--- config.mk ---
export PLATFORM = sky130hd
export DESIGN_NAME = adc_frame_align_ctrl_flat
export DESIGN_NICKNAME = d
export VERILOG_FILES = /design/src/rtl/adc_frame_align_ctrl_pkg.sv /design/src/rtl/adc_frame_align_ctrl_if.sv /design/src/rtl/adc_frame_align_ctrl_period_checker.sv /design/src/rtl/adc_frame_align_ctrl.sv /design/src/flat_wrapper.sv
export SDC_FILE = /design/constraint.sdc
export NUM_CORES = 1
export LEC_CHECK = 0
export CORE_UTILIZATION = 59
export CTS_CLUSTER_SIZE = 24
export DETAILED_ROUTE_END_ITERATION = 12
export PLACE_DENSITY = 0.91
export SYNTH_ARGS = -nofsm -noshare
export SYNTH_HDL_FRONTEND = slang
export SYNTH_SLANG_ARGS = --single-unit
--- constraint.sdc ---
create_clock -name dco_clk -period 7.7 [get_ports dco_clk]
set_input_delay 0.77 -clock dco_clk [delete_from_list [all_inputs] [get_ports dco_clk]]
set_output_delay 0.77 -clock dco_clk [all_outputs]
set_load 0.05 [all_outputs]
--- src/rtl/adc_frame_align_ctrl_pkg.sv ---
// Shared types and default parameters for the ADC LVDS frontend frame-alignment logic.
package adc_frontend_pkg;

  typedef enum logic [2:0] {
    IDLE   = 3'd0,
    SEARCH = 3'd1,
    VERIFY = 3'd2,
    SLIP   = 3'd3,
    SETTLE = 3'd4,
    LOCKED = 3'd5
  } align_state_t;

  localparam int PERIOD_DEF        = 16;
  localparam int LOCK_FRAMES_DEF   = 4;
  localparam int UNLOCK_FRAMES_DEF = 3;
  localparam int SETTLE_CYC_DEF    = 8;
  localparam int MAX_SLIP_DEF      = 16;
  localparam int SLIP_W_DEF        = $clog2(MAX_SLIP_DEF);

  // Width of a counter that holds 0..n-1, never narrower than one bit.
  function automatic int cnt_w(input int n);
    return (n <= 2) ? 1 : $clog2(n);
  endfunction

endpackage

--- src/rtl/adc_frame_align_ctrl_if.sv ---
// Frame/word strobes in, bitslip and lock status out, between the deserializer and the aligner.
interface adc_frame_align_ctrl_if #(
  parameter int SLIP_W = adc_frontend_pkg::SLIP_W_DEF
);
  logic              enable;
  logic              realign_req;
  logic              word_valid;
  logic              fco;
  logic              bitslip;
  logic              aligned;
  logic              lock_lost;
  logic [SLIP_W-1:0] slip_cnt;
  logic              slip_exhausted;
  logic [2:0]        state_dbg;

  modport master (
    output enable, realign_req, word_valid, fco,
    input  bitslip, aligned, lock_lost, slip_cnt, slip_exhausted, state_dbg
  );

  modport slave (
    input  enable, realign_req, word_valid, fco,
    output bitslip, aligned, lock_lost, slip_cnt, slip_exhausted, state_dbg
  );
endinterface

--- src/rtl/adc_frame_align_ctrl_period_checker.sv ---
// Measures FCO spacing in word strobes and flags each frame event as good or bad.
module adc_frame_period_checker
  import adc_frontend_pkg::*;
#(
  parameter int PERIOD = PERIOD_DEF
) (
  input  logic dco_clk,
  input  logic rst_n,
  input  logic clr,
  input  logic word_valid,
  input  logic fco,
  output logic good_frame,
  output logic bad_frame
);
  localparam int WCNT_W = cnt_w(2 * PERIOD - 1);

  logic [WCNT_W-1:0] wcnt;
  logic              synced;
  logic              frame_ev;
  logic              at_period;
  logic              at_timeout;

  assign frame_ev   = word_valid & fco;
  assign at_period  = (wcnt == WCNT_W'(PERIOD - 1));
  // The next plain word would take wcnt to 2*PERIOD-1: that word is the timeout.
  assign at_timeout = (wcnt == WCNT_W'(2 * PERIOD - 2));

  assign good_frame = synced & frame_ev & at_period;
  assign bad_frame  = (synced & frame_ev & ~at_period) | (word_valid & ~fco & at_timeout);

  // NOTE: sequential state uses non-blocking assignments so every register samples pre-edge values.
  always_ff @(posedge dco_clk or negedge rst_n) begin
    if (!rst_n) begin
      wcnt   <= '0;
      synced <= 1'b0;
    end else if (clr) begin
      wcnt   <= '0;
      synced <= 1'b0;
    end else if (frame_ev) begin
      wcnt   <= '0;
      synced <= 1'b1;
    end else if (word_valid) begin
      wcnt <= at_timeout ? '0 : wcnt + 1'b1;
    end
  end

endmodule

--- src/rtl/adc_frame_align_ctrl.sv ---
// Frame-alignment sequencer: slips the deserializer until FCO lands every PERIOD words, then holds lock.
module adc_frame_align_ctrl
  import adc_frontend_pkg::*;
#(
  parameter int PERIOD        = PERIOD_DEF,
  parameter int LOCK_FRAMES   = LOCK_FRAMES_DEF,
  parameter int UNLOCK_FRAMES = UNLOCK_FRAMES_DEF,
  parameter int SETTLE_CYC    = SETTLE_CYC_DEF,
  parameter int MAX_SLIP      = MAX_SLIP_DEF
) (
  input logic                   dco_clk,
  input logic                   rst_n,
  adc_frame_align_ctrl_if.slave bus
);
  localparam int SLIP_W   = $clog2(MAX_SLIP);
  localparam int GOOD_W   = cnt_w(LOCK_FRAMES);
  localparam int BAD_W    = cnt_w(UNLOCK_FRAMES);
  localparam int SETTLE_W = cnt_w(SETTLE_CYC);

  align_state_t        state;
  logic [GOOD_W-1:0]   good_cnt;
  logic [BAD_W-1:0]    bad_cnt;
  logic [SETTLE_W-1:0] settle_cnt;
  logic [SLIP_W-1:0]   slip_cnt;
  logic                bitslip;
  logic                aligned;
  logic                lock_lost;
  logic                slip_exhausted;

  logic good_frame;
  logic bad_frame;
  logic unlock_now;
  logic clr;

  adc_frame_period_checker #(
    .PERIOD(PERIOD)
  ) u_period_checker (
    .dco_clk    (dco_clk),
    .rst_n      (rst_n),
    .clr        (clr),
    .word_valid (bus.word_valid),
    .fco        (bus.fco),
    .good_frame (good_frame),
    .bad_frame  (bad_frame)
  );

  assign unlock_now = (state == LOCKED) && bad_frame && (bad_cnt == BAD_W'(UNLOCK_FRAMES - 1));

  // Any path that (re)enters SEARCH, or a state that ignores the inputs, leaves the checker unsynced.
  // NOTE: the default comes first so no path through the block can infer a latch.
  always_comb begin
    clr = 1'b1;
    if (bus.enable && (state inside {SEARCH, VERIFY, LOCKED}) && !bus.realign_req && !unlock_now)
      clr = 1'b0;
  end

  always_ff @(posedge dco_clk or negedge rst_n) begin
    if (!rst_n) begin
      state          <= IDLE;
      good_cnt       <= '0;
      bad_cnt        <= '0;
      settle_cnt     <= '0;
      slip_cnt       <= '0;
      bitslip        <= 1'b0;
      aligned        <= 1'b0;
      lock_lost      <= 1'b0;
      slip_exhausted <= 1'b0;
    end else begin
      bitslip   <= 1'b0;
      lock_lost <= 1'b0;
      if (!bus.enable) begin
        state      <= IDLE;
        aligned    <= 1'b0;
        good_cnt   <= '0;
        bad_cnt    <= '0;
        settle_cnt <= '0;
        slip_cnt   <= '0;
      end else if (bus.realign_req && state != IDLE) begin
        state      <= SEARCH;
        aligned    <= 1'b0;
        lock_lost  <= (state == LOCKED);
        good_cnt   <= '0;
        bad_cnt    <= '0;
        settle_cnt <= '0;
      end else begin
        unique case (state)
          IDLE: state <= SEARCH;
          SEARCH, VERIFY: begin
            if (good_frame) begin
              if (state == SEARCH) begin
                state    <= VERIFY;
                good_cnt <= GOOD_W'(1);
              end else if (good_cnt == GOOD_W'(LOCK_FRAMES - 1)) begin
                state          <= LOCKED;
                aligned        <= 1'b1;
                good_cnt       <= '0;
                bad_cnt        <= '0;
                slip_cnt       <= '0;
                slip_exhausted <= 1'b0;
              end else begin
                good_cnt <= good_cnt + 1'b1;
              end
            end else if (bad_frame) begin
              state    <= SLIP;
              bitslip  <= 1'b1;
              good_cnt <= '0;
              if (slip_cnt == SLIP_W'(MAX_SLIP - 1)) begin
                slip_cnt       <= '0;
                slip_exhausted <= 1'b1;
              end else begin
                slip_cnt <= slip_cnt + 1'b1;
              end
            end
          end
          SLIP: begin
            state      <= SETTLE;
            settle_cnt <= '0;
          end
          SETTLE: begin
            if (settle_cnt == SETTLE_W'(SETTLE_CYC - 1)) begin
              state      <= SEARCH;
              settle_cnt <= '0;
            end else begin
              settle_cnt <= settle_cnt + 1'b1;
            end
          end
          LOCKED: begin
            if (good_frame) begin
              bad_cnt <= '0;
            end else if (bad_frame) begin
              if (unlock_now) begin
                state     <= SEARCH;
                aligned   <= 1'b0;
                lock_lost <= 1'b1;
                bad_cnt   <= '0;
              end else begin
                bad_cnt <= bad_cnt + 1'b1;
              end
            end
          end
          default: state <= IDLE;
        endcase
      end
    end
  end

  assign bus.bitslip        = bitslip;
  assign bus.aligned        = aligned;
  assign bus.lock_lost      = lock_lost;
  assign bus.slip_cnt       = slip_cnt;
  assign bus.slip_exhausted = slip_exhausted;
  assign bus.state_dbg      = state;

endmodule

--- src/flat_wrapper.sv ---
// flat-port wrapper written by rule: the top's interface ports become plain ports
module adc_frame_align_ctrl_flat import adc_frontend_pkg::*;
#(
  parameter int PERIOD        = PERIOD_DEF,
  parameter int LOCK_FRAMES   = LOCK_FRAMES_DEF,
  parameter int UNLOCK_FRAMES = UNLOCK_FRAMES_DEF,
  parameter int SETTLE_CYC    = SETTLE_CYC_DEF,
  parameter int MAX_SLIP      = MAX_SLIP_DEF
)
  (dco_clk, rst_n, bus_enable, bus_realign_req, bus_word_valid, bus_fco, bus_bitslip, bus_aligned, bus_lock_lost, bus_slip_cnt, bus_slip_exhausted, bus_state_dbg);
  adc_frame_align_ctrl_if bus_i ();
  input logic dco_clk;
  input logic rst_n;
  input wire logic [$bits(bus_i.enable)-1:0] bus_enable;
  input wire logic [$bits(bus_i.realign_req)-1:0] bus_realign_req;
  input wire logic [$bits(bus_i.word_valid)-1:0] bus_word_valid;
  input wire logic [$bits(bus_i.fco)-1:0] bus_fco;
  output wire logic [$bits(bus_i.bitslip)-1:0] bus_bitslip;
  output wire logic [$bits(bus_i.aligned)-1:0] bus_aligned;
  output wire logic [$bits(bus_i.lock_lost)-1:0] bus_lock_lost;
  output wire logic [$bits(bus_i.slip_cnt)-1:0] bus_slip_cnt;
  output wire logic [$bits(bus_i.slip_exhausted)-1:0] bus_slip_exhausted;
  output wire logic [$bits(bus_i.state_dbg)-1:0] bus_state_dbg;
  assign bus_i.enable = bus_enable;
  assign bus_i.realign_req = bus_realign_req;
  assign bus_i.word_valid = bus_word_valid;
  assign bus_i.fco = bus_fco;
  assign bus_bitslip = bus_i.bitslip;
  assign bus_aligned = bus_i.aligned;
  assign bus_lock_lost = bus_i.lock_lost;
  assign bus_slip_cnt = bus_i.slip_cnt;
  assign bus_slip_exhausted = bus_i.slip_exhausted;
  assign bus_state_dbg = bus_i.state_dbg;
  adc_frame_align_ctrl #(.PERIOD(PERIOD), .LOCK_FRAMES(LOCK_FRAMES), .UNLOCK_FRAMES(UNLOCK_FRAMES), .SETTLE_CYC(SETTLE_CYC), .MAX_SLIP(MAX_SLIP)) u_core (.dco_clk(dco_clk), .rst_n(rst_n), .bus(bus_i));
endmodule
== After elaboration in Yosys (flattened, before gate mapping) ==
Cells that the tools add are included.
Operators by class
  $add $sub $neg: 5
  equal/unequal tests: 34
  muxes and demuxes: 70
  bitwise logic cells: 10
  reductions and logical operators: 20
Operators with widths (count)
  3-bit 2-to-1 mux: 13
  4-bit 2-to-1 mux: 8
  2-bit 2-to-1 mux: 15
  1-bit 2-to-1 mux: 26
  5-bit 2-to-1 mux: 4
  3-bit case mux with 5 select lines: 1
  7-bit AND reduction: 2
  4-bit by 1-bit inequality test with 1-bit output, second input constant: 3
  4-bit by 2-bit inequality test with 1-bit output, second input constant: 3
  4-bit by 3-bit inequality test with 1-bit output, second input constant: 3
  5-bit AND reduction: 2
  3-bit equality test, second input constant: 3
  3-bit inequality test, second input constant: 3
  2-bit inequality test, second input constant: 4
  1-bit bitwise AND: 6
  3-bit by 2-bit equality test with 1-bit output, second input constant: 2
  1-bit logical AND: 6
  3-bit by 1-bit inequality test with 1-bit output, second input constant: 2
  6-bit inequality test, second input constant: 1
  3-bit case mux with 2 select lines: 1
  6-bit AND reduction: 1
  3-bit nonzero test: 2
  5-bit by 1-bit adder with 5-bit output, second input constant: 1
  5-bit by 4-bit equality test with 1-bit output, second input constant: 1
  20 further kinds: 26
Word-level totals
  bits in registers: 24
  input bits: 6

== Longest topological paths before layout ==
  word-level depth: 12
  depth in mapped cells: 8
  gate-level depth less buffers: 8

== Modules after synthesis ==
From an unflattened synthesis, not the netlist that was laid out.
Unflattened totals
  cell total of the unflattened synthesis: 176
  area, all modules: 1590.3 um^2
By module, submodules not included
  adc_frame_align_ctrl: instances 1, cells an instance 136, area an instance 1216.2 um^2
  adc_frame_period_checker: instances 1, cells an instance 40, area an instance 374.1 um^2

== Worst setup path before layout ==
Ideal clock, no wire load.
  path type: register to register
  start point: register u_core.u_period_checker.wcnt[0]
  end point: register u_core.slip_cnt[3], in the netlist u_core.bus.slip_cnt[3]
  setup time: 0.078 ns
  arrival: 2.367 ns
  setup slack: 5.255 ns
  cell stages (with the launch flop): 9
  buffers on the path: 0
  period minus slack after synthesis: 2.445 ns
  cell sequence: dfrtp_1 -> ha_1 -> and3_2 -> ha_1 -> nand4_1 -> a21oi_1 -> or4b_4 -> or4_1 -> a21boi_1
Between the ends
  longest elaborated chain between the ends: 6
  elaborated cells between the ends (all ways): 15
  classes of those cells: 5 x eq/ne; 4 x mux; 5 x bitwise; 1 x reduce/logical
RTL lines
  start, declared: line adc_frame_align_ctrl_period_checker.sv:17  | logic [WCNT_W-1:0] wcnt;
  start signal, assigned: line adc_frame_align_ctrl_period_checker.sv:43  | wcnt <= at_timeout ? '0 : wcnt + 1'b1;
  5-bit by 4-bit equality test with 1-bit output: line adc_frame_align_ctrl_period_checker.sv:24  | assign at_period = (wcnt == WCNT_W'(PERIOD - 1));
  1-bit inverter or 1-bit bitwise AND (tied branches): line adc_frame_align_ctrl_period_checker.sv:29, adc_frame_align_ctrl_period_checker.sv:28
  1-bit bitwise AND or 4-bit 2-to-1 mux (tied branches): line adc_frame_align_ctrl_period_checker.sv:29, adc_frame_align_ctrl.sv:89
  1-bit OR or 4-bit 2-to-1 mux (tied branches): line adc_frame_align_ctrl_period_checker.sv:29, adc_frame_align_ctrl.sv:86
  3-bit by 1-bit inequality test with 1-bit output (no line) or 4-bit 2-to-1 mux (tied branches)
  5-bit AND reduction (no line) or 4-bit 2-to-1 mux (tied branches)
  end signal, assigned: line adc_frame_align_ctrl.sv:111  | slip_cnt <= slip_cnt + 1'b1;
  end, declared: line adc_frame_align_ctrl.sv:24  | logic [SLIP_W-1:0] slip_cnt;
Several ways; a longest one is shown, not always the timed one. The select of a mux whose other input is x is not followed.
A chain may end at the register's enable or synchronous reset.

== Worst setup path in the final report ==
  start point: input bus_word_valid
  end point: register u_core.slip_cnt[3], in the netlist u_core.bus.slip_cnt[3]
Between the ends
  longest elaborated chain between the ends: 7
  elaborated cells between the ends (all ways): 15
  classes of those cells: 3 x eq/ne; 4 x mux; 7 x bitwise; 1 x reduce/logical
RTL lines
  start, declared: line flat_wrapper.sv:16  | input wire logic [$bits(bus_i.word_valid)-1:0] bus_word_valid;
  1-bit bitwise AND: line adc_frame_align_ctrl_period_checker.sv:23  | assign frame_ev = word_valid & fco;
  1-bit bitwise AND: line adc_frame_align_ctrl_period_checker.sv:28, adc_frame_align_ctrl_period_checker.sv:29
  1-bit bitwise AND: line adc_frame_align_ctrl_period_checker.sv:28  | assign good_frame = synced & frame_ev & at_period;
  4-bit 2-to-1 mux: line adc_frame_align_ctrl.sv:89  | if (good_frame) begin
  4-bit 2-to-1 mux: line adc_frame_align_ctrl.sv:86  | unique case (state)
  4-bit 2-to-1 mux: line adc_frame_align_ctrl.sv:78  | end else if (bus.realign_req && state != IDLE) begin
  4-bit 2-to-1 mux: line adc_frame_align_ctrl.sv:71  | if (!bus.enable) begin
Several ways; a longest one is shown, not always the timed one. The select of a mux whose other input is x is not followed.

==> impl_results.md <==
- CP endpoint kind: flip-flop
- WS Path Type: input pin to flip-flop
- H-tree Lvls: 1
- HP Class: flip-flop to flip-flop
- Tmin final: 2.839 ns
- Die area: 2653 um2
- R2R cell count: 8
- Pins over their slew limit: 0
- Fin crit share: 36.87%
- RD Place Congestion: 0.8622
- Diode count: 0
- Hold_buf cts: 0
- Cells after Synth: 159
- Grt total ovfl: 0
- Die Width: 51.51 um
- Initial DRC count: 57
- Fin Setup TNS: 0 ns
- Flops & latches, synth: 24
- Dpl hpwl: 2271 um
- Worst hold path depth: 1
- Layout Utilization: 72.86%
- Final-report hold violation count: 0
- Slew Limit Headroom: 30.96%
- R2R Setup Slk: 5.00 ns
- Actual slew at the worst max-slew pin: 1.032 ns
- Total number of vias: 1,280
- Layout cell share with drive strength beyond 1: 7.018%
- Pwr dens: 186.3 nW/um2
- Mapped cell area: 1446 um2
- Die Y-Extent: 51.51 um
- Post-CTS Resized: 0
- Critical path peak fanout: 13
- I/O Buffers: 16
- I/O pins: 17
- Fmax: 0.3522 GHz
- Post-synthesis sequential area ratio: 41.52%
- Clk sinks: 24
- Leak Pwr: 0.7101 nW
- Routed len/inst: 15.42 um
- CTS tree: yes
- Largest net degree at the start of global routing: 25
- Commonest non-fill, non-tap cell in the layout: dfrtp_1
- Setup bufs post-CTS: 0
- Reg2reg start: u_core.u_period_checker.wcnt[0]
- Core area: 2255 um2
- Site Rows: 17
- Final net count: 185
- DRC: 0
- First-pass GRT wire length: 5106 um
- P&R area growth vs syn: 13.58%
- Reg clk slew, reported paths: 0.13 ns
- Synth warn: 0
- Clk_lat worst skew: 0.31 ns
- Detailed Route WL: 3068 um
- Peak VDD IR: 0.0001892 V
- Vias in the first global route: 1,154
- CP required: 7.95 ns
- TritonRoute pass-1 iters: 4
- Initial cell density of the core: 64.15%
- CP arrival: 3.09 ns
- Post-route ant nets: 0
- Worst hold start: u_core.settle_cnt[0]
- CTS buffer count: 3
- Crit path launch: bus_word_valid
- Initial antenna violation count: 0
- Worst setup SP type: input pin
- Unrepaired setup endpoints after global routing: false
- Crit Reg-Reg Endpoint: u_core.bus.slip_cnt[3]
- Vias per std cell: 6.432
- Max Cap Viol: 0
- Syn_area_per_cell: 9.097 um2
- Gr usage total: 25.67%
- Worst setup endpoint: u_core.bus.slip_cnt[3]
- Post-synthesis cell type count: 44
- Final setup vio count: 0
- Most frequent cells in the layout: dfrtp_1, nor2_1, nand2_1, clkdlybuf4s50_1
- Synth Net Count: 172
- Root Driver: clkbuf_4
- Clock Skews: 0.004573 ns
- CTS Buffer Depth: 2
- Outcome: finished clean
-- layout make-up --
cell class                 count  area [um2]
tap                           28       35.03
clock buffer                   4       36.28
fill                         173       611.8
inverter                       4       15.01
multi-input combinational    123       795.8
sequential                    24       600.6
timing repair buffer          16       160.2
-- worst min path at each step --
| stage | end | slack, ns |
|---|---|---|
| floorplan | u_core.bad_cnt[1] | 0.45 |
| global placement | u_core.bad_cnt[1] | 0.48 |
| detailed placement | u_core.bus.aligned | 0.48 |
| CTS | u_core.bad_cnt[1] | 0.51 |
| global route | u_core.bus.aligned | 0.54 |
| finish | u_core.settle_cnt[0] | 0.51 |
-- sequential cells by signal, summed over array words and instances, names as in the netlist, 2 cells and up --
signal	cells
u_core.bad_cnt	2
u_core.bus.slip_cnt	4
u_core.bus.state_dbg	3
u_core.good_cnt	2
u_core.settle_cnt	3
u_core.u_period_checker.wcnt	5
-- cell usage after synthesis, drive strengths merged --
| cell | number | area, um2 |
|---|---|---|
| nand2b | 2 | 12.51 |
| clkbuf | 5 | 18.77 |
| nand4 | 6 | 43.79 |
| o311ai | 2 | 17.52 |
| or3 | 4 | 25.02 |
| nand2 | 16 | 60.06 |
| o2bb2ai | 1 | 8.760 |
| nor2 | 18 | 67.56 |
| o22ai | 2 | 12.51 |
| xnor2 | 1 | 8.760 |
| nor2b | 1 | 6.260 |
| or4 | 1 | 7.510 |
| inv | 4 | 15.01 |
| and4bb | 1 | 12.51 |
| o2111ai | 1 | 8.760 |
| ha | 7 | 87.58 |
| or3b | 1 | 8.760 |
| a2bb2oi | 1 | 8.760 |
| mux2 | 2 | 22.52 |
| dfrtp | 24 | 600.6 |
| or4b | 1 | 13.76 |
| a21boi | 2 | 15.02 |
| o21a | 1 | 7.510 |
| nor4bb | 1 | 10.01 |
| nand3b | 1 | 7.510 |
| a21oi | 9 | 45.04 |
| a32o | 1 | 10.01 |
| o21ai | 8 | 40.04 |
| nor3b | 4 | 30.03 |
| and4 | 2 | 17.52 |
| buf | 3 | 16.26 |
| nand3 | 9 | 45.04 |
| o31a | 1 | 8.760 |
| o31ai | 4 | 30.03 |
| mux2i | 4 | 40.04 |
| and3 | 3 | 21.27 |
| a22o | 2 | 17.52 |
| nor3 | 1 | 5.000 |
| and2 | 2 | 12.51 |
-- logic make-up (layout without fill, tap and decap cells) --
kind of cell | count (synthesis) | count (layout) | share of synthesized area (%)
AOI/OAI and AO/OA | 35 | 35 | 15.92
muxes | 6 | 6 | 4.325
buffers and inverters | 12 | 24 | 3.460
adders and majority gates | 7 | 7 | 6.055
DFF | 24 | 24 | 41.52
and+or+nand+nor | 74 | 74 | 28.11
xor gates and xnor gates | 1 | 1 | 0.6056
-- worst max-delay path: stages --
cell and delay (ns):
clkdlybuf4s50_1 0.73, nand2b_1 0.16, o21a_1 0.24, or4b_4 0.55, or4_1 0.48, a21boi_1 0.15
-- per-stage QoR --
step / cells / setup WS, ns / hold WS, ns / total power [W] / instance area [um2]
floorplan: 159 / 5.255 / 0.4487 / 0.0002203 / 1446
global placement: 195 / 4.613 / 0.4828 / 0.0002379 / 1607
detailed placement: 195 / 4.541 / 0.4832 / 0.0002411 / 1607
CTS: 199 / 4.877 / 0.5120 / 0.0003059 / 1643
global route: 199 / 4.721 / 0.5370 / 0.0003216 / 1643
finish: 199 / 4.861 / 0.5080 / 0.0003061 / 1643
-- report_power, final --
group	leakage [nW]	internal, W	switching [W]
Clock	0.0210	0.0000289	0.0000372
Sequential	0.332	0.000131	0.0000162
Combinational	0.357	0.0000370	0.0000555
-- per-layer routing --
layer | track usage, % | part of all wire [%] | wire length (um)
met1 | 33.08 | 43 | 1307
met2 | 43.72 | 50 | 1543
met3 | 4.094 | 5.9 | 181
met4 | 8.559 | 1.1 | 35
met5 | 0 | 0 | 0
No activity file was read; power rests on OpenSTA's default activity.
